`src/rtl/neo_irq_ctrl_if.sv`:
```
// CPU-side bus bundle seen by the interrupt controller: the 68k strobes,
// address and low data bits it snoops, and the IPL lines it drives back.
interface neo_irq_ctrl_if;
  logic        nAS;
  logic        M68K_RW;
  logic        nLDS;
  logic [23:1] M68K_ADDR;
  logic [2:0]  M68K_DATA;
  logic        IPL1;
  logic        IPL0;

  // CPU side: drives the bus, receives the interrupt level
  modport master (
    output nAS, M68K_RW, nLDS, M68K_ADDR, M68K_DATA,
    input  IPL1, IPL0
  );

  // Controller side: snoops the bus, drives the interrupt level
  modport slave (
    input  nAS, M68K_RW, nLDS, M68K_ADDR, M68K_DATA,
    output IPL1, IPL0
  );
endinterface : neo_irq_ctrl_if

```
`src/rtl/neo_irq_ctrl.sv`:
```
// Interrupt controller for the 68k: latches VBlank (lvl1), timer (lvl2) and
// cold-boot (lvl3) requests, presents the highest pending level active-low on
// IPL1/IPL0 and clears levels when software writes the low byte of REG_IRQACK.
module neo_irq_ctrl #(
  parameter logic [23:1] ACK_ADDR = 23'h1E0006,
  parameter bit          COLD_IRQ = 1'b1
) (
  input  logic          CLK_68KCLK,
  input  logic          RESET,
  input  logic          VBL_PULSE,
  input  logic          TMR_PULSE,
  input  logic          VBL_EN,
  input  logic          TMR_EN,
  neo_irq_ctrl_if.slave cpu_bus,
  output logic [2:0]    PENDING
);

  logic [2:0] pend_q, pend_d;
  logic [1:0] ipl_q, ipl_d;
  logic       armed_q, armed_d;
  logic       boot_q;
  logic       ack_hit;
  logic [2:0] set_vec;
  logic [2:0] clr_vec;

  // Decode an acknowledge write; armed_q makes it one-shot per bus cycle so
  // wait-stated writes clear only on the first edge of the cycle.
  always_comb begin
    // NOTE: every signal written here gets a default first so no latch is inferred.
    ack_hit = 1'b0;
    clr_vec = 3'b000;
    armed_d = armed_q;
    if (!cpu_bus.nAS && !cpu_bus.M68K_RW && !cpu_bus.nLDS &&
        (cpu_bus.M68K_ADDR == ACK_ADDR) && armed_q) begin
      ack_hit = 1'b1;
      // DATA[2] acks lvl1, DATA[1] lvl2, DATA[0] lvl3
      clr_vec = {cpu_bus.M68K_DATA[0], cpu_bus.M68K_DATA[1], cpu_bus.M68K_DATA[2]};
    end
    if (cpu_bus.nAS)  armed_d = 1'b1;
    else if (ack_hit) armed_d = 1'b0;
  end

  // Combine new requests with acknowledges; a set on the same edge beats the clear
  always_comb begin
    set_vec = {boot_q & COLD_IRQ, TMR_PULSE & TMR_EN, VBL_PULSE & VBL_EN};
    pend_d  = (pend_q & ~clr_vec) | set_vec;
  end

  // Priority-encode the currently registered pending flags into active-low IPL
  always_comb begin
    ipl_d = 2'b11;
    if      (pend_q[2]) ipl_d = 2'b00;
    else if (pend_q[1]) ipl_d = 2'b01;
    else if (pend_q[0]) ipl_d = 2'b10;
  end

  // State registers; boot_q marks the first edge after reset for the cold-boot request
  always_ff @(posedge CLK_68KCLK) begin
    // NOTE: sequential state uses non-blocking assignments so all registers update together.
    if (RESET) begin
      pend_q  <= 3'b000;
      ipl_q   <= 2'b11;
      armed_q <= 1'b1;
      boot_q  <= 1'b1;
    end else begin
      pend_q  <= pend_d;
      ipl_q   <= ipl_d;
      armed_q <= armed_d;
      boot_q  <= 1'b0;
    end
  end

  assign PENDING      = pend_q;
  assign cpu_bus.IPL1 = ipl_q[1];
  assign cpu_bus.IPL0 = ipl_q[0];

endmodule : neo_irq_ctrl

```
`src/flat_wrapper.sv`:
```
// flat-port wrapper written by rule: the top's interface ports become plain ports
module neo_irq_ctrl_flat 
#(
  parameter logic [23:1] ACK_ADDR = 23'h1E0006,
  parameter bit          COLD_IRQ = 1'b1
)
  (CLK_68KCLK, RESET, VBL_PULSE, TMR_PULSE, VBL_EN, TMR_EN, PENDING, cpu_bus_nAS, cpu_bus_M68K_RW, cpu_bus_nLDS, cpu_bus_M68K_ADDR, cpu_bus_M68K_DATA, cpu_bus_IPL1, cpu_bus_IPL0);
  neo_irq_ctrl_if cpu_bus_i ();
  input  logic CLK_68KCLK;
  input  logic RESET;
  input  logic VBL_PULSE;
  input  logic TMR_PULSE;
  input  logic VBL_EN;
  input  logic TMR_EN;
  output logic [2:0] PENDING;
  input wire logic [$bits(cpu_bus_i.nAS)-1:0] cpu_bus_nAS;
  input wire logic [$bits(cpu_bus_i.M68K_RW)-1:0] cpu_bus_M68K_RW;
  input wire logic [$bits(cpu_bus_i.nLDS)-1:0] cpu_bus_nLDS;
  input wire logic [$bits(cpu_bus_i.M68K_ADDR)-1:0] cpu_bus_M68K_ADDR;
  input wire logic [$bits(cpu_bus_i.M68K_DATA)-1:0] cpu_bus_M68K_DATA;
  output wire logic [$bits(cpu_bus_i.IPL1)-1:0] cpu_bus_IPL1;
  output wire logic [$bits(cpu_bus_i.IPL0)-1:0] cpu_bus_IPL0;
  assign cpu_bus_i.nAS = cpu_bus_nAS;
  assign cpu_bus_i.M68K_RW = cpu_bus_M68K_RW;
  assign cpu_bus_i.nLDS = cpu_bus_nLDS;
  assign cpu_bus_i.M68K_ADDR = cpu_bus_M68K_ADDR;
  assign cpu_bus_i.M68K_DATA = cpu_bus_M68K_DATA;
  assign cpu_bus_IPL1 = cpu_bus_i.IPL1;
  assign cpu_bus_IPL0 = cpu_bus_i.IPL0;
  neo_irq_ctrl #(.ACK_ADDR(ACK_ADDR), .COLD_IRQ(COLD_IRQ)) u_core (.CLK_68KCLK(CLK_68KCLK), .RESET(RESET), .VBL_PULSE(VBL_PULSE), .TMR_PULSE(TMR_PULSE), .VBL_EN(VBL_EN), .TMR_EN(TMR_EN), .cpu_bus(cpu_bus_i), .PENDING(PENDING));
endmodule
```
`config.mk`:
```
export PLATFORM = sky130hd
export DESIGN_NAME = neo_irq_ctrl_flat
export DESIGN_NICKNAME = d
export VERILOG_FILES = /design/src/rtl/neo_irq_ctrl_if.sv /design/src/rtl/neo_irq_ctrl.sv /design/src/flat_wrapper.sv
export SDC_FILE = /design/constraint.sdc
export NUM_CORES = 1
export LEC_CHECK = 0
export ABC_AREA = 1
export BUFFER_PORTS_ARGS = -buffer_cell sky130_fd_sc_hd__buf_2
export CAP_MARGIN = 20
export CORE_AREA = 4 4 41 43
export CTS_BUF_LIST = sky130_fd_sc_hd__clkbuf_4 sky130_fd_sc_hd__clkbuf_8
export CTS_CLUSTER_DIAMETER = 50
export DETAILED_ROUTE_END_ITERATION = 10
export DIE_AREA = 0 0 45 47
export PLACE_DENSITY = 0.72
export REMOVE_ABC_BUFFERS = 1
export SLEW_MARGIN = 20
export SYNTH_ARGS = -nofsm -noshare
export SYNTH_HDL_FRONTEND = slang
export SYNTH_SLANG_ARGS = --single-unit
```
`constraint.sdc`:
```
create_clock -name CLK_68KCLK -period 2.5 [get_ports CLK_68KCLK]
set_input_delay 0.375 -clock CLK_68KCLK [delete_from_list [all_inputs] [get_ports CLK_68KCLK]]
set_output_delay 0.375 -clock CLK_68KCLK [all_outputs]
set_load 0.05 [all_outputs]
```
==> impl_metrics.tcl <==
set metrics [dict create \
    grt_usage_pct 10.4 \
    slowest_delay_ps 360 \
    stdcell_count 119 \
    finalMaxSlewViolations 0 \
    cts-root-buf "clkbuf_4" \
    die_h_um 47 \
    min_period_ps 1260 \
    status "complete, no violations" \
    synthSimpleGateAreaFrac_pct 39.4 \
    cts_tree "done" \
    worst-path-buf-inv 1 \
    vias 482 \
    max_freq_mhz 793 \
    critPathCaptureType "output port" \
    hold_buffers 0 \
    critPathSlowestCell "dfxtp_1" \
    p_clk_share_pct 37.3 \
    clk_latency_ps 250 \
    cts_buffers 3 \
    grt_overflow 0 \
    ir_drop_mv 0.401 \
    path_cells "buf_2" \
    clock_skew_ps 3.26 \
    core_area_mm2 0.00130 \
    final_util_pct 46.8 \
    placedCellCount 115 \
    area_delta_synth_final_pct 66.8 \
    r2r-start "u_core.armed_q$_SDFFE_PP1N_" \
    worstPathMaxFanout 4 \
    htreeDepth 1 \
    synth-seq-cells 7 \
    finalCritPeriodShare_pct 50.5 \
    grt_pass1_wl_um 1560 \
    hpwl_um 890 \
    pin_count 40 \
    slew_headroom_pct 83.6 \
    p_per_area_mw_per_mm2 498 \
    fin_hold_ws_ps 287 \
    start_kind "flop" \
    synth_top_family_by_area "simple AND/OR/NAND/NOR gates" \
    drt-vias-per-instance 4.05 \
    p_int_uw 220 \
    cp.arrival_ps 890 \
    p_comb_share_pct 22.6 \
    cts.sinks 7 \
    finalHoldViolations 0 \
    cts_resized 0 \
    tns_ps 0 \
    crit_family "flip-flops" \
    final_layout_size_suffix_gt1_share_pct 43.3 \
    synth-adder-area-share_pct 0 \
    synth_area_per_cell_um2 5.99 \
    worst_slew_pin_slew_ps 246 \
    grt_max_degree 6 \
    clk_pin_slew_ps 50 \
    critical_path_required_ps 2120 \
    seq_power_share_pct 40.0 \
    ant_nets 0 \
    route.top_layer_used "met3" \
    rows 13 \
    synth_xor_area_share_pct 0 \
    yosysSeqAreaShare_pct 38.4 \
    hp-start "RESET" \
    rsz0062_at_grt "no" \
    diodes 0 \
    setup_viol 0 \
    yosysWarnings 0 \
    wl_per_cell_um 8.56 \
    nets 140 \
    regArea_um2 140 \
    io_buffers 39 \
    synth_mux_area_share_pct 0 \
    layout_common_cells "39 x buf_2, 16 x nand2_1, 15 x inv_1" \
    crit_path_start "u_core.PENDING[1]$_SDFF_PP0_" \
    route.detailed.drc 0 \
    syn_inst 61 \
    die_area_mm2 0.00212 \
    yosysUniqueCellTypes 10 \
    post-cts-setup-buffers 0 \
    n_fill_cell 148 \
    die_x_um 45 \
    routed_wl_um 1020 \
    dr_wl_met2_um 492 \
    synth_compound_area_share_pct 6.85 \
    multi_input_area_um2 169 \
    grt_pass1_vias 451 \
    drv_cap 0 \
    antenna_found_initial 0 \
    dr.pass1.iters 2 \
    switchingPower_uw 83.9 \
    drtIter0Drc 3 \
    wl_met3_um 158 \
    netSwitchingFraction_pct 27.7 \
    wl_met1_um 368 \
    syn_area_um2 365 \
    gp_congestion 0.648 \
    worstHoldPathType "input pin to flop" \
    setup.worst_path.class "flop to output port" \
    leakage_uw 0.000369 \
    start_util_pct 28.1 \
    p_total_uw 303 \
    cts.path.max_buffers 2 \
    mostFrequentLayoutCell "buf_2" \
]
-- per-layer routing --
metal | vias up | track usage (%)
met4 | 0 | 3.51
met3 | 0 | 6.90
met2 | 26 | 17.8
li1 | 267 | -
met1 | 189 | 10.1
met5 | - | 0
-- registers in the layout (all words and copies together), names as in the netlist --
| signal | cells |
|---|---|
| u_core.ipl_q | 2 |
| u_core.PENDING | 3 |
| u_core.boot_q | 1 |
| u_core.armed_q | 1 |
-- kinds of logic (layout without fill, tap and decap cells) --
family | count (synthesis) | in the layout
AND/OR/NAND/NOR | 34 | 34
buffers and inverters | 15 | 58
flip-flops | 7 | 7
AO/OA/AOI/OAI | 5 | 5
-- final timing paths --
path	endpoint	slack, ps	cells past startpoint
min	u_core.boot_q$_DFF_P_	290	1
max reg2reg	u_core.PENDING[2]$_SDFF_PP0_	1780	3
max	PENDING[1]	1240	1
min reg2reg	u_core.PENDING[2]$_SDFF_PP0_	430	2
-- final cells by class --
type | instances | area share [%]
Clock buffer | 4 | 4.93
Inverter | 15 | 9.24
Multi-Input combinational cell | 39 | 27.7
Sequential cell | 7 | 23.0
Tap cell | 15 | 3.08
Timing Repair Buffer | 39 | 32.0
-- through the flow --
step	instance area [um^2]	worst slack, ps
floorplan	365	1440
global placement	579	1280
detailed placement	579	1240
CTS	609	1220
global route	609	1190
finish	609	1240
-- power by group through the flow --
stage                     Sequential [uW]  Combinational (uW)  Clock [uW]
after floorplan                       144                14.9           0
after global placement                124                67.8           0
after detailed placement              124                69.3           0
after CTS                             122                69.5         119
after global routing                  122                76.4         125
final                                 121                68.7         113
-- Yosys cell counts --
master	number	area [um^2]
o21ai_0	2	10.0
inv_1	15	56.3
nand2_2	1	6.26
dfxtp_1	7	140
nor2_1	10	37.5
nand3_1	3	15.0
nand2_1	16	60.1
a21oi_1	3	15.0
nor2_2	1	6.26
nand4_1	3	18.8
Power figures use the tool's default switching activity.
